<file path="src/rtl/da_pkg.sv">
// Shared constants for the DA FIR output stage: result width and parameter defaults.
package da_pkg;
   localparam int DA_W          = 17;
   localparam int FRAC_BITS_DEF = 7;
   localparam int OUT_W_DEF     = 8;
   localparam int DEPTH_DEF     = 4;
endpackage

</file>
<file path="src/rtl/da_sync_fifo.sv">
// First-word fall-through FIFO; a full FIFO still accepts a write when a pop happens in the same cycle.
module da_sync_fifo #(
   parameter int W     = 9,
   parameter int DEPTH = 4
) (
   input  logic         clk_bit,
   input  logic         rst_n,
   input  logic         wr_en,
   input  logic [W-1:0] wr_data,
   input  logic         rd_rdy,
   output logic [W-1:0] rd_data,
   output logic         rd_vld,
   output logic         wr_drop
);
   localparam int AW = $clog2(DEPTH);

   logic [AW:0]  wp_q, wp_d, rp_q, rp_d;
   logic [W-1:0] mem_q [DEPTH];
   logic         empty, full, push, pop;

   // Extra pointer MSB distinguishes full from empty when the index bits match.
   assign empty   = (wp_q == rp_q);
   assign full    = (wp_q[AW] != rp_q[AW]) && (wp_q[AW-1:0] == rp_q[AW-1:0]);
   assign pop     = !empty && rd_rdy;
   assign push    = wr_en && (!full || pop);
   assign wr_drop = wr_en && full && !pop;

   assign wp_d = wp_q + (AW+1)'(push);
   assign rp_d = rp_q + (AW+1)'(pop);

   assign rd_vld  = !empty;
   assign rd_data = empty ? '0 : mem_q[rp_q[AW-1:0]];

   always_ff @(posedge clk_bit or negedge rst_n) begin
      if (!rst_n) begin
         wp_q <= '0;
         rp_q <= '0;
      end else begin
         wp_q <= wp_d;
         rp_q <= rp_d;
      end
   end

   always_ff @(posedge clk_bit) begin
      if (push) mem_q[wp_q[AW-1:0]] <= wr_data;
   end
endmodule

</file>
<file path="src/rtl/da_out_stage.sv">
// DA FIR output stage: round-half-up, saturate to OUT_W, queue in a FIFO, track drops and saturations.
module da_out_stage
   import da_pkg::*;
#(
   parameter int FRAC_BITS = FRAC_BITS_DEF,
   parameter int OUT_W     = OUT_W_DEF,
   parameter int DEPTH     = DEPTH_DEF
) (
   input  logic                    clk_bit,
   input  logic                    rst_n,
   input  logic signed [DA_W-1:0]  sum_in,
   input  logic                    sum_vld,
   output logic signed [OUT_W-1:0] out_data,
   output logic                    out_valid,
   input  logic                    out_ready,
   output logic                    out_sat,
   output logic                    ovf_flag,
   output logic [7:0]              sat_cnt,
   input  logic                    clr
);
   localparam int RW = DA_W + 1;
   localparam logic signed [RW-1:0] MAX_V = RW'((1 << (OUT_W - 1)) - 1);
   localparam logic signed [RW-1:0] MIN_V = ~MAX_V;

   logic signed [RW-1:0]    r_q, r_d, sh;
   logic                    vld1_q;
   logic                    sat_s, drop;
   logic signed [OUT_W-1:0] res_s;
   logic [7:0]              sat_cnt_q, sat_cnt_d;
   logic                    ovf_q, ovf_d;

   assign r_d = {sum_in[DA_W-1], sum_in} + RW'(1 << (FRAC_BITS - 1));

   always_ff @(posedge clk_bit or negedge rst_n) begin
      if (!rst_n) begin
         r_q    <= '0;
         vld1_q <= 1'b0;
      end else begin
         r_q    <= r_d;
         vld1_q <= sum_vld;
      end
   end

   assign sh = r_q >>> FRAC_BITS;

   always_comb begin
      sat_s = 1'b0;
      res_s = sh[OUT_W-1:0];
      if (sh > MAX_V) begin
         sat_s = 1'b1;
         res_s = MAX_V[OUT_W-1:0];
      end else if (sh < MIN_V) begin
         sat_s = 1'b1;
         res_s = MIN_V[OUT_W-1:0];
      end
   end

   da_sync_fifo #(.W(OUT_W + 1), .DEPTH(DEPTH)) u_fifo (
      .clk_bit (clk_bit),
      .rst_n   (rst_n),
      .wr_en   (vld1_q),
      .wr_data ({sat_s, res_s}),
      .rd_rdy  (out_ready),
      .rd_data ({out_sat, out_data}),
      .rd_vld  (out_valid),
      .wr_drop (drop)
   );

   // Dropped results still count toward sat_cnt; clr wins over any same-cycle update.
   always_comb begin
      sat_cnt_d = sat_cnt_q;
      ovf_d     = ovf_q;
      if (clr) begin
         sat_cnt_d = '0;
         ovf_d     = 1'b0;
      end else begin
         if (vld1_q && sat_s && sat_cnt_q != 8'hFF) sat_cnt_d = sat_cnt_q + 8'd1;
         if (drop) ovf_d = 1'b1;
      end
   end

   always_ff @(posedge clk_bit or negedge rst_n) begin
      if (!rst_n) begin
         sat_cnt_q <= '0;
         ovf_q     <= 1'b0;
      end else begin
         sat_cnt_q <= sat_cnt_d;
         ovf_q     <= ovf_d;
      end
   end

   assign sat_cnt  = sat_cnt_q;
   assign ovf_flag = ovf_q;
endmodule

</file>
<file path="config.mk">
export PLATFORM = sky130hd
export DESIGN_NAME = da_out_stage
export DESIGN_NICKNAME = d
export VERILOG_FILES = /design/src/rtl/da_pkg.sv /design/src/rtl/da_sync_fifo.sv /design/src/rtl/da_out_stage.sv
export SDC_FILE = /design/constraint.sdc
export NUM_CORES = 1
export LEC_CHECK = 0
export BUFFER_PORTS_ARGS = -buffer_cell sky130_fd_sc_hd__buf_2
export CAP_MARGIN = 20
export CORE_UTILIZATION = 34
export CTS_CLUSTER_DIAMETER = 120
export DETAILED_ROUTE_END_ITERATION = 12
export PLACE_DENSITY = 0.53
export SLEW_MARGIN = 20
export SYNTH_ARGS = -nofsm -noshare
export SYNTH_HDL_FRONTEND = slang
export SYNTH_SLANG_ARGS = --single-unit
</file>
<file path="constraint.sdc">
create_clock -name clk_bit -period 2.76 [get_ports clk_bit]
set_input_delay 0.138 -clock clk_bit [delete_from_list [all_inputs] [get_ports clk_bit]]
set_output_delay 0.138 -clock clk_bit [all_outputs]
set_load 0.1 [all_outputs]
</file>
==> metrics.txt, run 1 <==
placed cells 342; Total GRT Usage 12.2%; FMAX approximately 470 MHz; GPL Wtd Cong around 0.8; drt first-iter violations between 60 and 70; hold crit path type in -> reg; maximum fanout count along the critical path 9; post-layout min period 2.14 ns; CP Data Required Time about 2.7 ns; Final ANT Viol Nets 0; Area contributors post-synth edfxtp_1 38%, dfrtp_1 24%, mux4_2 7.1%, nor2b_1 3.1%, ha_1 2.6%; status finished, violations left; violated checks design-rule violations; design area 0.00336 mm²; H-tree lvl count 3; placed inst area roughly 0.0031 mm²; clock root buffer clkbuf_8; Core Region 0.00818 mm²; Overall Power between 3 and 4 mW; Clock Path Buffers 2; diodes inserted 0; endpoint class of the critical path register; Clock Latency Late Sink 0.34 ns; Final period util roughly 77%; first-pass GRT wire length a little under 8000 µm; cell leakage power ~1.3 nW; vias in the first global route ~1600; Synth cell types 40; maximum vdd drop 0.555 mV; Synth area leader edfxtp_1; startpoint types register; mapped cell area approximately 0.0029 mm²; final clock skew approximately 0.0080 ns; R2R setup slack approximately 0.62 ns; Initial Util a little over a third; Synthesized Nets about 240; Worst-Margin Slew around 0.86 ns; # Max-Cap Violations 0; setup_tns 0 ns; # clock sinks 63; Vias/cell between 4 and 5; RSZ-0062 raised after global routing false; post-synthesis register bit count between 60 and 70; Post-Syn Instances between 200 and 250; Post-DP HPWL 3320 µm; Worst-path clk slew around 0.060 ns; Via Count 1720; initial antenna violation count 0; Avg Inst Size Synth around 14 µm²; DRC viols 2; top cell type's share of synthesized area a little under two fifths; Nets 281; filler cell count in the final layout 785; largest net degree at the start of global routing 28; TritonCTS clock tree built; Die H approximately 94 µm; synth-to-layout area growth 17.5%; max-slew violations 0; Ports 41; Final Hold Fails 0; Die X around 94 µm; yosys warns 0; IO buf count 34; CP arrival ~2.1 ns; Max-slew headroom a little over two fifths; Die Footprint about 0.0088 mm²; sequential area share after synthesis 61.4%; layout cells sized above 1 25.7%; WL per Instance ~13 µm; critical path class reg -> reg; Routed WL roughly 4800 µm; setup violators final 0; most frequent cells in the layout 36 x edfxtp_1, 34 x buf_2, 27 x dfrtp_1, 20 x nand2_1, 17 x nor2_1; Post-Layout Cell Count 362; site row count 33; Power Density around 1200 mW/mm²; commonest non-fill, non-tap cell in the layout edfxtp_1; Congestion Overflow GR 0; CTS Buf Count 9; drt pass-1 iters 10; Util after Layout just over 40%
-- where the power goes --
group          internal [mW]  switching (mW)
registers               1.19          0.0832
clock network          0.400           0.328
logic                  0.425            1.49
total                   2.01            1.90
-- final timing paths --
check,startpoint,to,cells after the start
max reg2reg,u_fifo.rp_q[2],u_fifo.mem_q[0][1],4
max,u_fifo.rp_q[2],u_fifo.mem_q[0][1],4
min reg2reg,u_fifo.wp_q[2],u_fifo.wp_q[2],1
max in group asynchronous,rst_n,r_q[7],2
min in group asynchronous,rst_n,vld1_q,2
min,sum_in[14],r_q[14],2
-- metal layers --
metal | track usage, % | routed length (µm) | up-vias
met1 | 16.0 | 2290 | 814
met4 | 6.41 | 51 | 0
met2 | 17.6 | 2300 | 38
met5 | 0 | 0 | -
met3 | 4.37 | 173 | 6
li1 | - | - | 862
-- worst max-delay path: stages, from the launching register on --
cell and delay (ns):
dfrtp_1 0.40, xnor2_1 0.25, o41a_1 0.23, nor2b_1 0.17, nor2b_1 0.70
-- layout make-up --
cell class,count,area [µm²],share of cell area [%]
Sequential cell,63,1760,52.3
Multi-Input combinational cell,136,1050,31.3
Timing Repair Buffer,42,243,7.22
Tap cell,105,131,3.91
Clock buffer,9,124,3.68
Clock inverter,6,52.6,1.56
Inverter,1,3.75,0.112
-- Yosys cell counts (all sizes together) --
cell type and instances:
and3 4, mux2 2, and4 1, dfrtp 27, a211oi 2, and2 4, mux2i 1, clkbuf 6
or4 1, or2 1, o21a 1, nor3b 1, inv 1, edfxtp 36, o31a 1, nand3 8
nand2b 2, o21bai 1, nor4b 2, a41oi 2, a21oi 2, a31oi 1, xnor2 7, o41a 1
nand2 20, ha 6, nor2b 14, o2bb2ai 7, and4b 1, mux4 9, nor4bb 1, nand4 7
nor3 2, buf 4, xor2 7, nor2 17
-- registers in the layout, indices dropped and copies added, names as in the netlist --
signal / flops
ovf_flag: 1
r_q: 11
sat_cnt: 8
u_fifo.mem_q: 36
u_fifo.rp_q: 3
u_fifo.wp_q: 3
vld1_q: 1
-- timing repair --
action                                  CTS  global route
resized for setup                         0             0
endpoints found under the hold margin    31             0
hold buffers                              5             0
endpoints found under the setup margin    0             0
buffers inserted                          0             0
-- through the flow --
| stage | hold slack (ns) | setup slack [ns] |
|---|---|---|
| 5_1_grt | 0.0120 | 0.335 |
| 3_5_place_dp | 0.180 | 0.571 |
| 4_1_cts | 0.00479 | 0.541 |
| 3_3_place_gp | 0.181 | 0.628 |
| 2_1_floorplan | -0.158 | 0.0733 |
| 6_report | 0.0229 | 0.624 |
-- logic make-up after synthesis --
logic type | share of synthesized area, %
and+or+nand+nor | 16.1
DFF | 61.4
muxes | 8.35
adders and majority gates | 2.62
buffers and inverters | 1.84
xor gates and xnor gates | 4.29
AOI/OAI and AO/OA | 5.38
Power figures use the tool's default switching activity.
==> run 2, diff against run 1 <==
clock period = 2.2 ns   (was 2.76 ns; I/O delays follow)
==> run 2 against run 1 <==
Against the previous run:
- the run now ends clean
- global-route usage rose by 0.20 points
- power rose by 47%
- worst hold slack improved by 0.028 ns
- via count rose by 2.2%
- clock power rose by 40%
- non-clock buffer count rose by 11
- sequential share of layout area fell by 4.0 points
- register-to-register slack got worse by 0.40 ns
- final cell count rose by 3.3%
- largest cell class unchanged
==> metrics.txt, run 2 (synthesized netlist as in run 1, its figures left out) <==
# Max-Cap Violations 0 (unchanged); Critical Path End u_fifo.mem_q[1][8]; CP arrival 1.95 ns (-0.15 ns); Total GRT Usage 12.4% (+0.20 points); first-pass GRT wire length 8010 µm (+2.7%); P_int 3.17 mW (+58%); vias in the first global route 1700 (+6.4%); Congestion Overflow GR 0 (unchanged); Power Density 1580 mW/mm² (+36%); hold crit path type in -> reg; Post-DP HPWL 3330 µm (+0.17%); Largest register FFs 36 (unchanged); Via Count 1757 (+2.2%); clock root buffer clkbuf_8; startpoint types register; CP Data Required Time 2.17 ns (-0.55 ns); worst r2r path cells 5 (+1); Hold Crit Start sum_in[7]; filler cell count in the final layout 757 (-3.6%); maximum vdd drop 0.891 mV (+60%); Worst-path clk slew 0.07 ns (about the same); WL per Instance 13.1 µm (-1.7%); Max-slew headroom 44.8% (+2.1 points); CTS Buf Count 9 (unchanged); layout cells sized above 1 28.6% (+2.9 points); largest net degree at the start of global routing 28 (unchanged); Core Region 0.00818 mm² (unchanged); IO buf count 34 (unchanged); # clock sinks 63 (unchanged); cell leakage power 1.42 nW (+7.9%); synth-to-layout area growth 27.3%; Die X 93.7 µm (unchanged); slowest stage delay, CP 0.63 ns (-0.07 ns); Post-CTS Setup Bufs 0 (unchanged); slowest CP cell nor2_1; Critical path origin u_fifo.wp_q[0]; Clock Path Buffers 2 (unchanged); most frequent cells in the layout 36 x edfxtp_1, 25 x dfrtp_1, 24 x buf_2, 20 x nand2_1, 17 x nor2_1; Initial Util 35.0% (unchanged); Ports 41 (unchanged); endpoint class of the critical path register; status completed; drt first-iter violations 57 (-17%); H-tree lvl count 3 (unchanged); Routed WL 4880 µm (+1.5%); switch share 44.8% (-3.7 points); Worst-Margin Slew 0.825 ns (-0.0335 ns); FMAX 505 MHz (+7.9%); clock group share of total power 17.7% (-0.9 points); site row count 33 (unchanged); Final ANT Viol Nets 0 (unchanged); r2r endpoint u_fifo.mem_q[1][8]; maximum fanout count along the critical path 9 (unchanged); CP Cell Sequence xor2_1, o41a_1, buf_4, nand2_1, nor2_1; Vias/cell 4.70 (-1.1%); max-slew violations 0 (unchanged); TritonCTS clock tree built; critical path class reg -> reg; Nets 292 (+3.9%); hold_ws 0.0511 ns (+0.0282 ns); Final period util 90.0% (+13 points); post-layout min period 1.98 ns (-0.157 ns); initial antenna violation count 0 (unchanged); Die H 93.7 µm (unchanged); Clock Latency Late Sink 0.34 ns (about the same); Die Footprint 0.00878 mm² (unchanged); diodes inserted 0 (unchanged); Crit Reg-Reg Startpoint u_fifo.wp_q[0]; Util after Layout 44.6% (+3.4 points); drt pass-1 iters 8 (-2); R2R setup slack 0.22 ns (-0.40 ns); final clock skew 0.00608 ns (-0.00196 ns); RSZ-0062 raised after global routing false; Seq pwr share 27.4% (-5.1 points); GPL Wtd Cong 0.781 (-0.81%); DRC viols 0 (-2); Net Sw Power 2.58 mW (+36%); commonest non-fill, non-tap cell in the layout edfxtp_1; combinational share of power 54.9% (+6.0 points); setup violators final 0 (unchanged); Final Hold Fails 0 (unchanged)
run 2: cell type report:
cell class	count	area (µm²)	share of cell area, %
Multi-Input combinational cell	136	1050	28.9
Sequential cell	63	1760	48.3
Clock inverter	7	80.1	2.20
Inverter	1	3.75	0.103
Clock buffer	9	124	3.40
Timing Repair Buffer	53	490	13.5
Tap cell	105	131	3.61
run 2: timing repair:
item | in CTS | in global routing
resized for setup | 0 | 1
hold endpoints to repair | 37 | 0
endpoints found under the setup margin | 0 | 9
hold buffers | 11 | 0
run 2: worst min-delay path by stage:
stage	to	cells after the start
6_report	r_q[7]	2
4_1_cts	r_q[7]	2
3_3_place_gp	u_fifo.rp_q[2]	1
3_5_place_dp	u_fifo.rp_q[2]	1
5_1_grt	r_q[7]	2
2_1_floorplan	ovf_flag	0
run 2: critical path: cells and delay by family, from the launching register on:
family	cells	cell delay (ns)
simple gates	2	0.68
flops	1	0.42
xor+xnor	1	0.21
compound gates	1	0.18
buf+inv	1	0.12
run 2: power by group through the flow:
stage | clock [mW] | combinational [mW] | sequential [mW]
global route | 1.09 | 3.32 | 1.60
CTS | 1.04 | 3.19 | 1.58
detailed placement | 0 | 3.17 | 1.60
floorplan | 0 | 2.02 | 1.64
global placement | 0 | 3.17 | 1.60
finish | 1.02 | 3.16 | 1.58
run 2: stage by stage:
step,power (mW),setup TNS (ns),worst slack (ns),cells,cell area [µm²]
after CTS,5.81,0,0.145,374,3640
final,5.75,0,0.220,374,3640
after floorplan,3.66,-3.93,-0.459,210,2860
after global routing,6.01,0,0.0132,374,3640
after detailed placement,4.78,0,0.156,347,3330
after global placement,4.77,0,0.155,347,3330
run 2: layer usage:
layer / share of wire, % / vias up / global-route usage (%)
met5: 0 / - / 0
met4: 2.3 / 0 / 6.54
met3: 3.3 / 10 / 3.64
met2: 47 / 39 / 19.1
met1: 47 / 813 / 15.7
li1: - / 895 / -
==> run 3, diff against run 2 <==
RECOVER_POWER = 100   (was not set)
==> run 3 against run 2 <==
Against the previous run:
- register-to-register slack barely moved
- die area stayed put
- sequential power about the same
- critical path depth down 1
- largest power group unchanged
- highest routed layer unchanged
==> metrics.txt, run 3 (synthesized netlist as in run 1, its figures left out) <==
largest net degree at the start of global routing 28 (unchanged); vias in the first global route 1700 (unchanged); setup violators final 0 (unchanged); CP arrival 1.90 ns (-0.05 ns); Post-DP HPWL 3330 µm (unchanged); placed cells 347 (unchanged); switch share 46.1% (+1.3 points); Largest register FFs 36 (unchanged); design area 0.00356 mm² (-2.3%); P_int 2.96 mW (-6.7%); cell depth of the worst hold path 2 (unchanged); cell leakage power 1.35 nW (-5.4%); slowest stage delay, CP 0.54 ns (-0.09 ns); # Max-Cap Violations 0 (unchanged); Buf/Inv on CP 2 (+1); Core Region 0.00818 mm² (unchanged); GPL Wtd Cong 0.781 (unchanged); drt pass-1 iters 8 (unchanged); endpoint class of the critical path primary output; Die H 93.7 µm (unchanged); maximum fanout count along the critical path 10 (+1); Worst-Margin Slew 1.43 ns (+0.609 ns); FMAX 497 MHz (-1.7%); final clock skew 0.00610 ns (+0.0000160 ns); drt first-iter violations 51 (-11%); clock root buffer clkbuf_8; site row count 33 (unchanged); critical path class reg -> out; CTS Buf Count 9 (unchanged); Util after Layout 43.5% (-1.0 points); Die Footprint 0.00878 mm² (unchanged); commonest non-fill, non-tap cell in the layout edfxtp_1; Die X 93.7 µm (unchanged); clock group share of total power 18.4% (+0.7 points); WL per Instance 13.0 µm (-0.20%); Clock Path Buffers 2 (unchanged); synth-to-layout area growth 24.4%; # clock sinks 63 (unchanged); Total GRT Usage 12.4% (unchanged); Net Sw Power 2.53 mW (-1.7%); diodes inserted 0 (unchanged); IO buf count 34 (unchanged); Clock Latency Late Sink 0.34 ns (about the same); status completed; startpoint types register; Final ANT Viol Nets 0 (unchanged); Worst-path clk slew 0.07 ns (about the same); most frequent cells in the layout 36 x edfxtp_1, 25 x dfrtp_1, 20 x nand2_1, 17 x nor2_1; setup_tns 0 ns (unchanged); RSZ-0062 raised after global routing false; Post-CTS Setup Bufs 0 (unchanged); Final period util 91.5% (+1.6 points); combinational share of power 52.9% (-2.0 points); Initial Util 35.0% (unchanged); Via Count 1751 (-0.34%); placed inst area 0.00333 mm² (unchanged); Final Hold Fails 0 (unchanged); max-slew violations 0 (unchanged); maximum vdd drop 0.716 mV (-20%); Vias/cell 4.68 (-0.34%); Ports 41 (unchanged); cell family with most CP delay multiplexers; Power Density 1540 mW/mm² (-2.2%); Nets 292 (unchanged); post-layout min period 2.01 ns (+0.0342 ns); Post-Layout Cell Count 374 (unchanged); CP Data Required Time 2.09 ns (-0.08 ns); first-pass GRT wire length 8010 µm (unchanged); worst r2r path cells 5 (unchanged); Seq pwr share 28.7% (+1.3 points); layout cells sized above 1 22.3% (-6.3 points); Routed WL 4870 µm (-0.20%); initial antenna violation count 0 (unchanged); slowest CP cell mux4_2; TritonCTS clock tree built; H-tree lvl count 3 (unchanged); CP Depth 4 (-1); hold crit path type in -> reg; Congestion Overflow GR 0 (unchanged); CP Cell Sequence buf_4, mux4_2, nor2b_1, clkbuf_4; Max-slew headroom 4.43% (-40 points); DRC viols 0 (unchanged)
## run 3: cell types whose count changed in the layout (fill, tap and decap cells not counted), sizes merged
cell / previous run / this run
buf: 42 / 23
clkbuf: 9 / 28
## run 3: layout make-up
class | instances | area [µm²]
clock buffers | 9 | 124
clock inverters | 7 | 80.1
inverters | 1 | 3.75
flip-flops and latches | 63 | 1760
fillers | 779 | 4620
well taps | 105 | 131
multi-input cells | 136 | 1040
repair buffers | 53 | 419
## run 3: per-stage QoR
step / setup WS [ns] / power (mW) / hold WS [ns]
4_1_cts: 0.145 / 5.81 / 0.0380
3_3_place_gp: 0.155 / 4.77 / 0.148
3_5_place_dp: 0.156 / 4.78 / 0.147
2_1_floorplan: -0.459 / 3.66 / -0.186
6_report: 0.186 / 5.49 / 0.0525
5_1_grt: 0.00908 / 5.75 / 0.0481
## run 3: power groups by stage
stage                     combinational [mW]  sequential (mW)  clock, mW
final                                   2.90             1.58       1.01
after global routing                    3.06             1.60       1.09
after CTS                               3.19             1.58       1.04
after detailed placement                3.17             1.60          0
after global placement                  3.17             1.60          0
after floorplan                         2.02             1.64          0
## run 3: path summary, 6_finish.rpt
kind / startpoint / endpoint / slack [ns]
setup / recovery: u_fifo.rp_q[0] / out_data[7] / 0.19
hold / removal: sum_in[7] / r_q[7] / 0.05
setup reg to reg: u_fifo.wp_q[0] / u_fifo.mem_q[1][8] / 0.22
hold reg to reg: u_fifo.wp_q[2] / u_fifo.wp_q[2] / 0.49
max in group asynchronous: rst_n / sat_cnt[1] / 0.62
min in group asynchronous: rst_n / vld1_q / 0.63
## run 3: worst register-to-register path: cells and delay by family (launching register included)
kind / cells / cell delay [ns]
compound gates: 1 / 0.18
xor+xnor: 1 / 0.21
buf+inv: 1 / 0.12
flops: 1 / 0.42
simple gates: 2 / 0.68
## run 3: per-layer routing
layer	global-route usage [%]	part of all wire, %	wire length, µm	up-vias
li1	-	-	-	895
met1	15.7	47	2300	811
met2	19.1	47	2290	35
met3	3.64	3.6	174	10
met4	6.54	2.3	113	0
met5	0	0	0	-
## run 3: timing repair
item	CTS	global route
endpoints found under the hold margin	37	0
gates resized for setup	0	1
setup endpoints to repair	0	9
hold buffers	11	0
